File: src/rtl/regfile_write_sched_if.sv
// Write-port bundle between the requesters and the register_file
// scheduler.
interface regfile_write_sched_if #(
  parameter int DATA_W = 16,
  parameter int ADR_W  = 3
);
  logic              req0;
  logic [ADR_W-1:0]  adr0;
  logic [DATA_W-1:0] data0;
  logic              gnt0;
  logic              req1;
  logic [ADR_W-1:0]  adr1;
  logic [DATA_W-1:0] data1;
  logic              gnt1;
  logic              rf_we;
  logic [ADR_W-1:0]  rf_w_adr;
  logic [DATA_W-1:0] rf_W;
  logic              init_busy;

  modport master (
    output req0, adr0, data0,
    output req1, adr1, data1,
    input  gnt0, gnt1,
    input  rf_we, rf_w_adr, rf_W,
    input  init_busy
  );

  modport slave (
    input  req0, adr0, data0,
    input  req1, adr1, data1,
    output gnt0, gnt1,
    output rf_we, rf_w_adr, rf_W,
    output init_busy
  );
endinterface

File: src/rtl/regfile_write_sched.sv
// Clears the register file after reset, then shares its single
// write port between two requesters round-robin.
module regfile_write_sched #(
  parameter int              DATA_W   = 16,
  parameter int              ADR_W    = 3,
  parameter int              NREG     = 8,
  parameter logic [DATA_W-1:0] INIT_VAL = '0
) (
  input logic                clk,
  input logic                reset,
  regfile_write_sched_if.slave bus
);

  localparam int CW = ADR_W + 1;
  localparam logic [CW-1:0] LAST = CW'(NREG - 1);

  typedef enum logic {
    S_INIT,
    S_RUN
  } state_t;

  state_t            state_q, state_d;
  logic [CW-1:0]     cnt_q, cnt_d;
  logic              rr_q, rr_d;
  logic              we_q, we_d;
  logic [ADR_W-1:0]  adr_q, adr_d;
  logic [DATA_W-1:0] w_q, w_d;
  logic              gnt0_q, gnt0_d;
  logic              gnt1_q, gnt1_d;
  logic              busy_q, busy_d;

  logic elig0, elig1;
  logic win0, win1;

  // A requester granted this cycle sits out one edge,
  // so a held req never yields two writes.
  assign elig0 = bus.req0 & ~gnt0_q;
  assign elig1 = bus.req1 & ~gnt1_q;
  assign win0  = elig0 & (~elig1 | ~rr_q);
  assign win1  = elig1 & (~elig0 |  rr_q);

  always_ff @(posedge clk) begin
    if (reset) begin
      state_q <= S_INIT;
      cnt_q   <= '0;
      rr_q    <= 1'b0;
      we_q    <= 1'b0;
      adr_q   <= '0;
      w_q     <= '0;
      gnt0_q  <= 1'b0;
      gnt1_q  <= 1'b0;
      busy_q  <= 1'b1;
    end else begin
      state_q <= state_d;
      cnt_q   <= cnt_d;
      rr_q    <= rr_d;
      we_q    <= we_d;
      adr_q   <= adr_d;
      w_q     <= w_d;
      gnt0_q  <= gnt0_d;
      gnt1_q  <= gnt1_d;
      busy_q  <= busy_d;
    end
  end

  always_comb begin
    state_d = state_q;
    cnt_d   = cnt_q;
    rr_d    = rr_q;
    we_d    = 1'b0;
    adr_d   = adr_q;
    w_d     = w_q;
    gnt0_d  = 1'b0;
    gnt1_d  = 1'b0;
    busy_d  = 1'b0;
    unique case (state_q)
      S_INIT: begin
        we_d   = 1'b1;
        adr_d  = cnt_q[ADR_W-1:0];
        w_d    = INIT_VAL;
        cnt_d  = cnt_q + CW'(1);
        busy_d = 1'b1;
        if (cnt_q == LAST) begin
          state_d = S_RUN;
        end
      end
      S_RUN: begin
        unique case (1'b1)
          win0: begin
            we_d   = 1'b1;
            adr_d  = bus.adr0;
            w_d    = bus.data0;
            gnt0_d = 1'b1;
            rr_d   = 1'b1;
          end
          win1: begin
            we_d   = 1'b1;
            adr_d  = bus.adr1;
            w_d    = bus.data1;
            gnt1_d = 1'b1;
            rr_d   = 1'b0;
          end
          default: begin
          end
        endcase
      end
      default: begin
        state_d = S_INIT;
      end
    endcase
  end

  assign bus.rf_we     = we_q;
  assign bus.rf_w_adr  = adr_q;
  assign bus.rf_W      = w_q;
  assign bus.gnt0      = gnt0_q;
  assign bus.gnt1      = gnt1_q;
  assign bus.init_busy = busy_q;

  a_gnt_excl: assert property (
    @(posedge clk) disable iff (reset)
    !(gnt0_q && gnt1_q)
  );

  a_we_owner: assert property (
    @(posedge clk) disable iff (reset)
    we_q |-> (busy_q || (gnt0_q ^ gnt1_q))
  );

endmodule

File: src/flat_wrapper.sv
// flat-port wrapper written by rule: the top's interface ports become plain ports
module regfile_write_sched_flat 
#(
  parameter int              DATA_W   = 16,
  parameter int              ADR_W    = 3,
  parameter int              NREG     = 8,
  parameter logic [DATA_W-1:0] INIT_VAL = '0
)
  (clk, reset, bus_req0, bus_adr0, bus_data0, bus_req1, bus_adr1, bus_data1, bus_gnt0, bus_gnt1, bus_rf_we, bus_rf_w_adr, bus_rf_W, bus_init_busy);
  regfile_write_sched_if #(.DATA_W(DATA_W), .ADR_W(ADR_W)) bus_i ();
  input logic clk;
  input logic reset;
  input wire logic [$bits(bus_i.req0)-1:0] bus_req0;
  input wire logic [$bits(bus_i.adr0)-1:0] bus_adr0;
  input wire logic [$bits(bus_i.data0)-1:0] bus_data0;
  input wire logic [$bits(bus_i.req1)-1:0] bus_req1;
  input wire logic [$bits(bus_i.adr1)-1:0] bus_adr1;
  input wire logic [$bits(bus_i.data1)-1:0] bus_data1;
  output wire logic [$bits(bus_i.gnt0)-1:0] bus_gnt0;
  output wire logic [$bits(bus_i.gnt1)-1:0] bus_gnt1;
  output wire logic [$bits(bus_i.rf_we)-1:0] bus_rf_we;
  output wire logic [$bits(bus_i.rf_w_adr)-1:0] bus_rf_w_adr;
  output wire logic [$bits(bus_i.rf_W)-1:0] bus_rf_W;
  output wire logic [$bits(bus_i.init_busy)-1:0] bus_init_busy;
  assign bus_i.req0 = bus_req0;
  assign bus_i.adr0 = bus_adr0;
  assign bus_i.data0 = bus_data0;
  assign bus_i.req1 = bus_req1;
  assign bus_i.adr1 = bus_adr1;
  assign bus_i.data1 = bus_data1;
  assign bus_gnt0 = bus_i.gnt0;
  assign bus_gnt1 = bus_i.gnt1;
  assign bus_rf_we = bus_i.rf_we;
  assign bus_rf_w_adr = bus_i.rf_w_adr;
  assign bus_rf_W = bus_i.rf_W;
  assign bus_init_busy = bus_i.init_busy;
  regfile_write_sched #(.DATA_W(DATA_W), .ADR_W(ADR_W), .NREG(NREG), .INIT_VAL(INIT_VAL)) u_core (.clk(clk), .reset(reset), .bus(bus_i));
endmodule
File: config.mk
export PLATFORM = sky130hd
export DESIGN_NAME = regfile_write_sched_flat
export DESIGN_NICKNAME = d
export VERILOG_FILES = /design/src/rtl/regfile_write_sched_if.sv /design/src/rtl/regfile_write_sched.sv /design/src/flat_wrapper.sv
export SDC_FILE = /design/constraint.sdc
export NUM_CORES = 1
export LEC_CHECK = 0
export CORE_MARGIN = 4
export CORE_UTILIZATION = 54
export DETAILED_ROUTE_END_ITERATION = 7
export DONT_BUFFER_PORTS = 1
export PLACE_DENSITY = 0.81
export SLEW_MARGIN = 10
export SYNTH_ARGS = -nofsm -noshare
export SYNTH_HDL_FRONTEND = slang
export SYNTH_SLANG_ARGS = --single-unit
File: constraint.sdc
create_clock -name clk -period 1.2 [get_ports clk]
set_clock_uncertainty 0.15 [all_clocks]
set_input_delay 0.24 -clock clk [delete_from_list [all_inputs] [get_ports clk]]
set_output_delay 0.24 -clock clk [all_outputs]
set_load 0.01 [all_outputs]
==> reports/qor.txt <==
adder-cell share of the synthesized area - 0.963%
Final #Nets - 212
root buf cell - clkbuf_4
CP Capture Point - u_core.bus.rf_w_adr[2]
crit path kind - flop to flop
CP required - 1270 ps
post-synthesis mux area share - 15.4%
Max-cap violations - 0
Area growth syn-to-layout - 41.7%
Min-Delay Path Class - input port to flop
Metal-1 WL - 1.25 mm
commonest non-fill, non-tap cell in the layout - dfxtp_1
fin crit period - 1430 ps
Initial DRC Count - 12
Distinct cells, synth - 25
Post-route DRC - 0
WL final - 3.47 mm
placed cell area - 1360 µm²
clk sinks - 29
H-Tree Depth - 2
synth warn - 0
highest-count cells in the layout ignoring fill and taps - dfxtp_1 (24), nor2_1 (21), dlygate4sd3_1 (21), mux2i_1 (19), buf_4 (16)
worst slew pin tran - 173 ps
first-pass GRT wire length - 5.40 mm
sequential area share after synthesis - 44.7%
syn avg cell area - 10.4 µm²
DR vias/cell - 5.72
final setup fails - 23
Max clock buf depth - 2
final design utilization - 81.6%
CP startpoint kind - flop
Fin Hold WS - -189 ps
grt ovf - 0
Top Layer Used - met4
setup slack after layout - -232 ps
dpl ws - -279 ps
Slew Viols, Final - 0
FF+latch count, synth - 29
met2 WL - 1.88 mm
post-route cell area - 1840 µm²
number of port buffers - 0
met3 routed WL - 293 µm
num rows - 17
largest family of logic cells by synthesized area - compound AO/OA/AOI/OAI gates
number of global-route vias before repair - 1180
Die Span Y - 57.0 µm
area of the multi-input gates - 711 µm²
Global Route Usage Sum - 21.4%
routed via count - 1133
CTS Hold Bufs - 21
Simple-Gate Fraction of Synth Area - 14.1%
Filler Cells Inserted - 144
final worst-path cycle share - 119%
XOR/XNOR Fraction of Synth Area - 2.02%
beginning of the worst register-to-register path - u_core.bus.gnt1
Cell Area, Synth - 1300 µm²
FF+latch area - 592 µm²
Final Hold Fails - 10
peak supply drop - 0.000984 V
kind of end point of the critical path - flop
RSZ-0062 raised after global routing - true
Die Wd - 57.0 µm
core area - 2250 µm²
Slew Limit Headroom - 88.1%
antenna diode count - 0
FMAX - 698 MHz
layout cell share with drive strength beyond 1 - 32.9%
die area - 3250 µm²
worst skew pair latency - 330 ps
P_leak - 0.751 nW
Crit. Startpoint - u_core.bus.gnt1
antenna-violating nets left - 0
initial core utilization - 57.6%
Overall Power - 1.96 mW
Worst R2R Path Depth - 5
Num CTS Buffers - 5
failing checks - negative hold slack, negative setup slack
CTS tree - yes
Synth Area in Compound Gates - 16.0%
worst r2r dst - u_core.bus.rf_w_adr[2]
Avg WL per Cell - 17.5 µm
drt pass-1 iters - 4
Synth Net Count - 168
final RePlAce weighted congestion - 0.716
largest net degree at the start of global routing - 15
status - finished with violations
Worst Path Arrival - 1500 ps
Ports - 65
Syn Inst Count - 125
initial antenna violation count - 0
DP Wirelength - 2.06 mm
CTS clock-pin slew for the worst setup and hold paths - 90 ps
crit path max fanout - 5
pwr dens - 1070 nW/µm²
reg-to-reg setup timing slack - -230 ps
## worst max-delay path, stage by stage, from the launching register on
cell	delay, ps
dfxtp_4	360
nor2b_4	190
buf_6	120
and2b_2	240
a31oi_1	170
o22ai_1	100
## how the worst min path moves through the flow
stage | start | to | slack, ps | cells after the start
after detailed placement | reset | u_core.rr_q | 160 | 1
final | reset | u_core.state_q | -190 | 1
after global routing | reset | u_core.cnt_q[1] | -210 | 1
after floorplan | bus_req0 | u_core.bus.gnt0 | 240 | 2
after global placement | reset | u_core.rr_q | 160 | 1
after CTS | reset | u_core.rr_q | -200 | 1
## per-layer routing
metal | up-vias | GRT usage [%]
met5 | - | 0
met4 | 0 | 7.95
met3 | 8 | 8.14
met2 | 47 | 40.1
met1 | 540 | 21.1
li1 | 538 | -
## final cells by class
cell class	count	area share, %
Sequential cell	29	32.2
Timing Repair Buffer	45	23.3
Inverter	1	0.204
Tap cell	28	1.90
Clock buffer	7	3.54
Multi-Input combinational cell	87	38.6
Clock inverter	1	0.272
## power breakdown
group / switching, mW / internal [mW]
logic: 0.124 / 0.170
clock network: 0.331 / 0.339
registers: 0.0212 / 0.979
total: 0.476 / 1.49
## through the flow
step / TNS [ps] / std cells
2_1_floorplan: -2810 / 125
3_3_place_gp: -3810 / 157
3_5_place_dp: -4860 / 157
4_1_cts: -3630 / 189
5_1_grt: -5620 / 198
6_report: -4190 / 198
## Yosys cell counts (all sizes together)
library cell / instances / area, µm²
a311oi: 1 / 15.0
dfxtp: 29 / 581
xnor2: 2 / 17.5
nor2b: 5 / 38.8
nor2: 21 / 78.8
nand2b: 5 / 38.8
inv: 1 / 3.75
xor2: 1 / 8.76
clkbuf: 1 / 3.75
o22ai: 2 / 12.5
a31oi: 3 / 18.8
nand4b: 2 / 17.5
o221ai: 1 / 8.76
and2b: 1 / 8.76
a21oi: 2 / 10.0
buf: 9 / 81.3
a211oi: 17 / 128
o21a: 1 / 15.0
ha: 1 / 12.5
mux2i: 20 / 200
## registers in the layout (all words and copies together) (netlist names)
| register | flops |
|---|---|
| u_core.bus.gnt1 | 1 |
| u_core.bus.init_busy | 1 |
| u_core.bus.rf_we | 1 |
| u_core.rr_q | 1 |
| u_core.bus.gnt0 | 1 |
| u_core.cnt_q | 4 |
| u_core.bus.rf_W | 16 |
| u_core.bus.rf_w_adr | 3 |
| u_core.state_q | 1 |
## cell families (layout without fill, tap and decap cells)
logic type                 Yosys count  after routing
and+or+nand+nor                     34             34
adders and majority gates            1              1
buffers and inverters               11             54
DFF                                 29             29
xor gates and xnor gates             3              3
muxes                               20             20
AOI/OAI and AO/OA                   27             29
## timing repair
| action | CTS | global route |
|---|---|---|
| pin swaps | 2 | 9 |
| resized for setup | 7 | 22 |
| setup endpoints to repair | 22 | 26 |
| setup buffers | 1 | 7 |
| hold endpoints to repair | 22 | 10 |
| cloned | 2 | 2 |
Power figures use the tool's default switching activity.
